$ cat src/rtl/inout_sram_arbiter_pkg.sv
// Shared constants, state encoding and bank-range helper for the InOut SRAM arbiter.
package inout_arb_pkg;

  localparam int NUM_BANKS    = 6;
  localparam int BANK_SEL_MSB = 17;
  localparam int BANK_SEL_LSB = 15;

  typedef enum logic {
    ARB_IDLE,
    ARB_LOCKED
  } arb_state_e;

  // Banks 6 and 7 of the 3-bit bank field do not exist in the 384 kB array.
  function automatic logic in_range(input logic [BANK_SEL_MSB:0] addr);
    logic [BANK_SEL_MSB-BANK_SEL_LSB:0] bank;
    bank = addr[BANK_SEL_MSB:BANK_SEL_LSB];
    return (bank < 3'(NUM_BANKS));
  endfunction

endpackage

$ cat src/rtl/inout_sram_arbiter_rr_picker.sv
// Round-robin one-hot picker: first requesting index at or after start_i, wrapping.
module rr_picker #(
  parameter int N  = 4,
  parameter int IW = 2
) (
  input  logic [N-1:0]  req_i,
  input  logic [IW-1:0] start_i,
  output logic [N-1:0]  onehot_o,
  output logic [IW-1:0] idx_o,
  output logic          any_o
);

  // Scan N positions starting at start_i; the first hit wins.
  always_comb begin
    int j;
    onehot_o = '0;
    idx_o    = '0;
    any_o    = 1'b0;
    j        = 0;
    for (int k = 0; k < N; k++) begin
      j = int'(start_i) + k;
      if (j >= N) j = j - N;
      if (!any_o && req_i[j]) begin
        any_o       = 1'b1;
        onehot_o[j] = 1'b1;
        idx_o       = IW'(j);
      end
    end
  end

endmodule

$ cat src/rtl/inout_sram_arbiter.sv
// Round-robin arbiter for one InOut SRAM port with locked bursts, a hold
// limit, bank range rejection and one-cycle tagged responses.
//
//   state      | meaning
//   -----------+------------------------------------------------------------
//   ARB_IDLE   | no owner; grant first requester at/after ptr
//   ARB_LOCKED | owner_q keeps the port until lock drops, req drops or
//              | hold_q reaches MAX_HOLD
module inout_sram_arbiter
  import inout_arb_pkg::*;
#(
  parameter int NUM_REQ  = 4,
  parameter int ADDR_W   = 32,
  parameter int DATA_W   = 32,
  parameter int MAX_HOLD = 16
) (
  input  logic                      clk,
  input  logic                      rstn,
  input  logic [NUM_REQ-1:0]        req,
  input  logic [NUM_REQ-1:0]        req_we,
  input  logic [NUM_REQ-1:0]        req_lock,
  input  logic [NUM_REQ*ADDR_W-1:0] req_addr,
  input  logic [NUM_REQ*DATA_W-1:0] req_wdata,
  output logic [NUM_REQ-1:0]        gnt,
  output logic [NUM_REQ-1:0]        resp_valid,
  output logic                      resp_err,
  output logic [DATA_W-1:0]         resp_rdata,
  output logic                      mem_cs,
  output logic                      mem_oe,
  output logic                      mem_W_req,
  output logic [ADDR_W-1:0]         mem_addr,
  output logic [DATA_W-1:0]         mem_W_data,
  input  logic [DATA_W-1:0]         mem_R_data
);

  localparam int IW = $clog2(NUM_REQ);
  localparam int HW = $clog2(MAX_HOLD + 1);

  arb_state_e          state_q, state_d;
  logic [IW-1:0]       ptr_q, ptr_d;
  logic [IW-1:0]       owner_q, owner_d;
  logic [HW-1:0]       hold_q, hold_d;
  logic [ADDR_W-1:0]   mem_addr_q;
  logic [DATA_W-1:0]   mem_wdata_q;
  logic [NUM_REQ-1:0]  resp_valid_q;
  logic                resp_err_q;
  logic                resp_rd_q;

  logic [IW-1:0]       pick_start;
  logic [NUM_REQ-1:0]  pick_onehot;
  logic [IW-1:0]       pick_idx;
  logic                pick_any;
  logic [IW-1:0]       sel_idx;
  logic [ADDR_W-1:0]   sel_addr;
  logic                sel_we;
  logic                sel_ok;
  logic                accepted;
  logic                unused_rdata_hi;

  function automatic logic [IW-1:0] next_idx(input logic [IW-1:0] i);
    return (int'(i) == NUM_REQ - 1) ? '0 : i + IW'(1);
  endfunction

  // A dropped lock re-arbitrates starting just past the old owner.
  assign pick_start = (state_q == ARB_LOCKED) ? next_idx(owner_q) : ptr_q;

  rr_picker #(
    .N  (NUM_REQ),
    .IW (IW)
  ) u_pick (
    .req_i    (req),
    .start_i  (pick_start),
    .onehot_o (pick_onehot),
    .idx_o    (pick_idx),
    .any_o    (pick_any)
  );

  // Grant selection and lock/pointer/hold next-state.
  always_comb begin
    gnt     = '0;
    sel_idx = '0;
    state_d = state_q;
    ptr_d   = ptr_q;
    owner_d = owner_q;
    hold_d  = hold_q;
    if (!rstn) begin
      gnt = '0;
    end else if (state_q == ARB_LOCKED && req[owner_q]) begin
      gnt[owner_q] = 1'b1;
      sel_idx      = owner_q;
      if (req_lock[owner_q] && (int'(hold_q) + 1 < MAX_HOLD)) begin
        hold_d = hold_q + HW'(1);
      end else begin
        state_d = ARB_IDLE;
        ptr_d   = next_idx(owner_q);
        hold_d  = '0;
      end
    end else if (pick_any) begin
      gnt     = pick_onehot;
      sel_idx = pick_idx;
      if (req_lock[pick_idx] && MAX_HOLD > 1) begin
        state_d = ARB_LOCKED;
        owner_d = pick_idx;
        hold_d  = HW'(1);
        ptr_d   = pick_start;
      end else begin
        state_d = ARB_IDLE;
        ptr_d   = next_idx(pick_idx);
        hold_d  = '0;
      end
    end else begin
      state_d = ARB_IDLE;
      ptr_d   = pick_start;
      hold_d  = '0;
    end
  end

  // Memory port mux; address and write data hold when the port is idle.
  always_comb begin
    accepted   = |gnt;
    sel_addr   = req_addr[int'(sel_idx)*ADDR_W +: ADDR_W];
    sel_we     = req_we[sel_idx];
    sel_ok     = in_range(sel_addr[BANK_SEL_MSB:0]);
    mem_cs     = accepted & sel_ok;
    mem_oe     = mem_cs & ~sel_we;
    mem_W_req  = ~(mem_cs & sel_we);
    mem_addr   = accepted ? sel_addr : mem_addr_q;
    mem_W_data = accepted ? req_wdata[int'(sel_idx)*DATA_W +: DATA_W] : mem_wdata_q;
  end

  // Arbiter state, held memory bus and the one-cycle response register.
  always_ff @(posedge clk) begin
    if (!rstn) begin
      state_q      <= ARB_IDLE;
      ptr_q        <= '0;
      owner_q      <= '0;
      hold_q       <= '0;
      mem_addr_q   <= '0;
      mem_wdata_q  <= '0;
      resp_valid_q <= '0;
      resp_err_q   <= 1'b0;
      resp_rd_q    <= 1'b0;
    end else begin
      state_q      <= state_d;
      ptr_q        <= ptr_d;
      owner_q      <= owner_d;
      hold_q       <= hold_d;
      mem_addr_q   <= mem_addr;
      mem_wdata_q  <= mem_W_data;
      resp_valid_q <= gnt;
      resp_err_q   <= accepted & ~sel_ok;
      resp_rd_q    <= mem_oe;
    end
  end

  // The SRAM keeps only 16 bits per word; reads come back sign-extended.
  assign resp_valid = resp_valid_q;
  assign resp_err   = resp_err_q;
  assign resp_rdata = resp_rd_q ? {{(DATA_W-16){mem_R_data[15]}}, mem_R_data[15:0]} : '0;

  assign unused_rdata_hi = ^mem_R_data[DATA_W-1:16];

endmodule

$ cat config.mk
export PLATFORM = sky130hd
export DESIGN_NAME = inout_sram_arbiter
export DESIGN_NICKNAME = d
export VERILOG_FILES = /design/src/rtl/inout_sram_arbiter_pkg.sv /design/src/rtl/inout_sram_arbiter_rr_picker.sv /design/src/rtl/inout_sram_arbiter.sv
export SDC_FILE = /design/constraint.sdc
export NUM_CORES = 1
export LEC_CHECK = 0
export ABC_AREA = 1
export CAP_MARGIN = 25
export CORE_AREA = 2 2 160 162
export CTS_BUF_LIST = sky130_fd_sc_hd__clkbuf_4 sky130_fd_sc_hd__clkbuf_8
export DETAILED_ROUTE_END_ITERATION = 10
export DIE_AREA = 0 0 162 164
export GPL_TIMING_DRIVEN = 0
export PLACE_DENSITY_LB_ADDON = 0.25
export SLEW_MARGIN = 10
export SYNTH_ARGS = -nofsm -noshare
export SYNTH_HDL_FRONTEND = slang
export SYNTH_SLANG_ARGS = --single-unit
$ cat constraint.sdc
create_clock -name clk -period 3.5 [get_ports clk]
set_clock_uncertainty 0.2 [all_clocks]
set_input_delay 0.525 -clock clk [delete_from_list [all_inputs] [get_ports clk]]
set_output_delay 0.525 -clock clk [all_outputs]
set_load 0.02 [all_outputs]
---- Word level (Yosys, flattened, before mapping) ----
Index checks and enable logic that the tools add are counted.
word-level totals
  flip-flop bits (word level) ............. 80
  bits of input ports ..................... 302
  word-level logic and storage cells ...... 139
operators by class
  add/subtract/negate cells ............... 11
  order comparisons ....................... 18
  eq/ne operators ......................... 3
  shift operators ......................... 2
  mux-type cells .......................... 70
  bitwise gates (word level) .............. 11
  reduce and logical (&&, ||, !) cells .... 15
operators with widths
  operator               count
  $shiftx 128x8->32      2
  $mux 32                7
  $ge 32x1->1 const B    4
  $lt 32x4->1 const B    4
  $ge 32x4->1 const B    3
  $sub 32x4->32 const B  3
  $mux 2                 14
  $mux 4                 7
  $mux 1                 26
  $bmux 1 s2             8
  $mux 5                 3
  $or 4x4->4             3
  $demux 1 s2            5
  $logic_and 1x1->1      10
  $lt 2x3->1 const B     3
  $add 2x2->3 const B    2
  $add 5x1->6 const B    1
  $lt 6x5->1 const B     1
  $add 5x1->5 const B    1
  $add 2x1->2 const B    2
  $and 1x1->1            4
  $eq 2x1->1 const B     2
  $not 1->1              4
  $reduce_or 4->1        1
  other kinds (8)        10

---- Depth between registers and ports, before layout ----
Gate-level depths: netlist of the first run.
  word-level depth ........................ 26
  depth in mapped cells ................... 25
  depth with buffers taken out ............ 23

---- Modules after synthesis ----
From an unflattened synthesis of the first run, not the netlist that was laid out.
second synthesis, totals
  cells, all modules ...................... 1458
  area total of the unflattened synthesis .. 7923.8 µm²
by module, submodules not included
  module              times used  cells an instance  area an instance (µm²)  sequential area each (µm²)
  inout_sram_arbiter  1           1381               7445.9                  1601.5
  rr_picker           1           77                 478.0                   0.0

---- Least setup slack after synthesis of the first run ----
No wires, ideal clock.
  path kind ............................... register to output
  from .................................... register owner_q[0]
  to ...................................... output port mem_oe
  arrival time ............................ 2.985 ns
  path slack .............................. -0.210 ns
  stages on the path, launching flop included .. 21
  buffers on the path ..................... 1
  cells stage by stage .................... dfxtp_1 > inv_1 > ha_1 > inv_1 > nand2_1 > nand2_2 > nand3_2 > nand2_2 > nand2_2 > nand2_4 > nand3_4 > nor2_8 > nand2_1 > nand3_1 > nand2_2 > a21oi_4 > nor2_4 > nand2_4 > clkbuf_1 > nand2_1 > nor2_1
on the way
  elaborated cells between the ends (all ways) .. 94
  those cells by class .................... add/sub: 8; order compare: 15; eq/ne: 1; shift: 1; mux: 50; bitwise: 6; reduce/logical: 13
RTL lines
  item                                                    RTL line                   source
  start, declared                                         inout_sram_arbiter.sv:41   logic [IW-1:0] owner_q, owner_d;
  start signal, assigned                                  inout_sram_arbiter.sv:146  owner_q <= owner_d;
  branches (longest 19 deep; another with $sub 32x4->32)  n/a
  $mux 4 (*)                                              inout_sram_arbiter.sv:88   end else if (state_q == ARB_LOCKED && req[owner_q]) begin
  $mux 4 (*)                                              inout_sram_arbiter.sv:86   if (!rstn) begin
  net gnt[3]                                              inout_sram_arbiter.sv:24   output logic [NUM_REQ-1:0] gnt,
  $reduce_or 4->1 (*)                                     inout_sram_arbiter.sv:120  accepted = |gnt;
  $and 1x1->1 (*)                                         inout_sram_arbiter.sv:124  mem_cs = accepted & sel_ok;
  $and 1x1->1 (*)                                         inout_sram_arbiter.sv:125  mem_oe = mem_cs & ~sel_we;
  end, declared                                           inout_sram_arbiter.sv:29   output logic mem_oe,
Mark *: on every way through the listed nets, which the timed path passes. The select of a mux whose other input is x is not followed.

---- Worst setup path after layout of the first run ----
  from .................................... register owner_q[0]
  to ...................................... output port mem_W_data[29]
on the way
  cells in the longest elaborated chain, start to end .. 23
  elaborated cells between the ends (all ways) .. 89
  those cells by class .................... add/sub: 8; order compare: 14; eq/ne: 1; shift: 1; mux: 49; bitwise: 3; reduce/logical: 13
RTL lines
  item                                                    RTL line                   source
  branches (longest 22 deep; another with $sub 32x4->32)  n/a
  $mux 32 (*)                                             inout_sram_arbiter.sv:128  mem_W_data = accepted ? req_wdata[int'(sel_idx)*DATA_W +: DATA_W] : mem_wdata_q;
  end, declared                                           inout_sram_arbiter.sv:32   output logic [DATA_W-1:0] mem_W_data,
Mark *: on every way between the ends. The select of a mux whose other input is x is not followed.

==> impl_metrics.tcl, run 1 <==
set metrics [dict create \
    worst_pin_slew_ns 0.801 \
    synth.avg_cell_area_um2 5.40 \
    final_core_util_pct 59.7 \
    synth_warnings 0 \
    cts_buffer_depth 2 \
    synth_seq_cells 80 \
    yosysUniqueCellTypes 33 \
    rows 58 \
    drtAntennaViolNets 0 \
    grt_pass1_vias 9764 \
    cts_tree "yes" \
    routed_wl_um 37900 \
    syn_inst 1410 \
    layout_commonest_cell "inv_1" \
    setup_viol 68 \
    min_period_ns 4.13 \
    grt.total_usage_pct 26.2 \
    r2r-start "owner_q[0]$_SDFFE_PN0P_" \
    portBuffers 393 \
    coreArea_um2 24800 \
    synthArstFlopShare_pct 0 \
    dp_slack_ns -1.47 \
    dieArea_um2 26600 \
    die_x_um 162 \
    rsz0062_at_grt "yes" \
    hold_end "ptr_q[1]$_SDFFE_PN0P_" \
    finalWorstSetupSlack_ns -0.627 \
    vias 10500 \
    reg2reg_slack_ns 0.12 \
    outcome "complete, but fails checks" \
    slew_headroom_pct 46.6 \
    clkSinkCount 80 \
    grt_max_degree 18 \
    final_cell_mix "inv_1, clkdlybuf4s50_1, nand2_1" \
    hold_depth 2 \
    r2r_cells 25 \
    routedWlPerCell_um 16.8 \
    finalCritPeriodShare_pct 118 \
    violations "negative setup slack" \
    initial_core_util_pct 30.7 \
    path_class "reg2out" \
    syn_to_final_growth_pct 94.6 \
    hold_buffers 0 \
    numCtsBuffers 9 \
    max_freq_mhz 242 \
    cp.arrival_ns 3.40 \
    synth_edf_count 0 \
    overflow 0 \
    grt_pass1_wl_um 53500 \
    fin_tns_setup_ns -38.11 \
    drc 0 \
    final_max_slew_viol_count 0 \
    firstDrtPassIters 5 \
    critPathLaunchType "flip-flop" \
    cap_violations 0 \
    whs_ns 0.298 \
    crit_path_end_kind "primary output" \
    drtIter0Drc 548 \
    clkLatencyLatePin_ns 0.39 \
    worstHoldPathType "reg2reg" \
    ios 410 \
    r2r-end "mem_wdata_q[12]$_SDFF_PN0_" \
    nets 2226 \
    path_max_fanout 10 \
    antenna_found_initial 1 \
    path_clk_slew_ns 0.10 \
    ctsHtreeMaxLevel 3 \
    ys.flop_type "dfxtp_1" \
    synth_fp_nets 1717 \
    hold_start "ptr_q[1]$_SDFFE_PN0P_" \
    required_ns 2.77 \
    drive_gt1_share_pct 30.0 \
    synth-seq-area-share_pct 21.0 \
    final_hold_viol_count 0 \
    fp.dieH_um 164 \
    synth_area_um2 7620 \
    dpl.hpwl_um 27000 \
    cts_root_buf "clkbuf_8" \
    avgViaCountPerCell 4.63 \
    place_congestion 0.913 \
]
[metrics by stage]
step                      std cells  cell area (um2)
after floorplan                1410             7620
after global placement         2133            12000
after detailed placement       2133            12000
after CTS                      2210            13400
after global routing           2255            14800
final                          2257            14800
[sequential cells by signal (all words and copies together), names as in the netlist]
register and cells:
hold_q 5, mem_addr_q 32, mem_wdata_q 32, owner_q 2, ptr_q 2, resp_err 1, resp_rd_q 1, resp_valid 4
state_q 1
[cell type report]
type                            instances  area [um2]
Antenna cell                            3        7.51
Buffer                                 87         881
Clock buffer                            9         124
Clock inverter                          7        80.1
Fill cell                            2466        9990
Inverter                              377        1450
Multi-Input combinational cell        864        5260
Sequential cell                        80        1610
Tap cell                              330         413
Timing Repair Buffer                  499        4980
Timing Repair inverter                  1        16.3
[cells in the mapped netlist (2+ instances only)]
cell type / count / area (um2)
inv_1: 371 / 1390
nor2_2: 2 / 12.5
buf_4: 20 / 150
nand2_4: 3 / 33.8
o21ai_0: 9 / 45.0
nand4_1: 8 / 50.1
clkbuf_1: 18 / 67.6
nand2_2: 14 / 87.6
ha_1: 5 / 62.6
buf_2: 36 / 180
buf_1: 4 / 15.0
or2_2: 4 / 25.0
a21oi_1: 10 / 50.1
buf_6: 12 / 135
dfxtp_1: 80 / 1600
nand2_1: 411 / 1540
nand3_1: 235 / 1180
nor2_4: 2 / 22.5
nor2_1: 79 / 297
nand3b_1: 62 / 465
inv_2: 6 / 22.5
nand3_2: 8 / 80.1
[worst max-delay path by stage]
stage	startpoint	to	slack, ns	depth (start not counted)
6_report	owner_q[0]$_SDFFE_PN0P_	mem_W_data[29]	-0.63	23
5_1_grt	owner_q[0]$_SDFFE_PN0P_	mem_oe	-0.80	23
4_1_cts	owner_q[0]$_SDFFE_PN0P_	mem_W_data[5]	-0.57	21
3_5_place_dp	owner_q[0]$_SDFFE_PN0P_	mem_W_data[5]	-1.47	22
3_3_place_gp	owner_q[0]$_SDFFE_PN0P_	mem_W_data[5]	-1.50	22
2_1_floorplan	owner_q[0]$_SDFFE_PN0P_	mem_W_data[0]	0.04	23
[per-layer routing]
| layer | GRT usage, % | part of all wire, % | vias to the layer above |
|---|---|---|---|
| met2 | 47.3 | 50 | 372 |
| met3 | 4.95 | 6.4 | 63 |
| met1 | 30.7 | 40 | 4846 |
| met4 | 9.86 | 3.0 | 0 |
| met5 | 0 | 0 | - |
| li1 | - | - | 5169 |
[timing repair]
item	in CTS	in global routing
setup buffers	58	47
endpoints found under the setup margin	137	72
cloned	5	7
pin swaps	50	79
gates resized for setup	605	296
[kinds of logic (layout without fill, tap and decap cells)]
logic type	count (synthesis)	after routing	share of synthesized area, %
compound gates	24	24	1.79
xor+xnor	2	2	0.230
fa+ha+maj	5	5	0.821
buf+inv	467	980	25.8
flops	80	80	21.0
other cells	1	4	0.0492
simple gates	831	832	50.3
[critical path, stage by stage (launching register included)]
cell and delay [ns]:
dfxtp_4 0.41, clkinvlp_4 0.13, ha_4 0.27, inv_4 0.07, nand2_4 0.06, nand2_8 0.09, nand3_4 0.09, nand2_4 0.10
nand2_4 0.06, nand2_4 0.11, nand3_4 0.12, nor2_8 0.19, nand2_2 0.08, nand3_2 0.07, nand2_2 0.08, a21oi_4 0.19
nor2_4 0.05, nand2_4 0.12, buf_12 0.16, buf_6 0.16, nand3_1 0.11, nand2_1 0.10, inv_1 0.04, buf_4 0.15
Power of run 1 is left out: the tool's default activity adds up to more than one toggle a clock period on the data nets, which glitch-free logic cannot reach.
==> run 2, diff against run 1 <==
ABC_CLOCK_PERIOD_IN_PS = 3500   (was unset)
==> results of run 2 <==
No change in the layout: final DEF, timing and power equal those of run 1.
Power of run 2 is left out for the same reason.
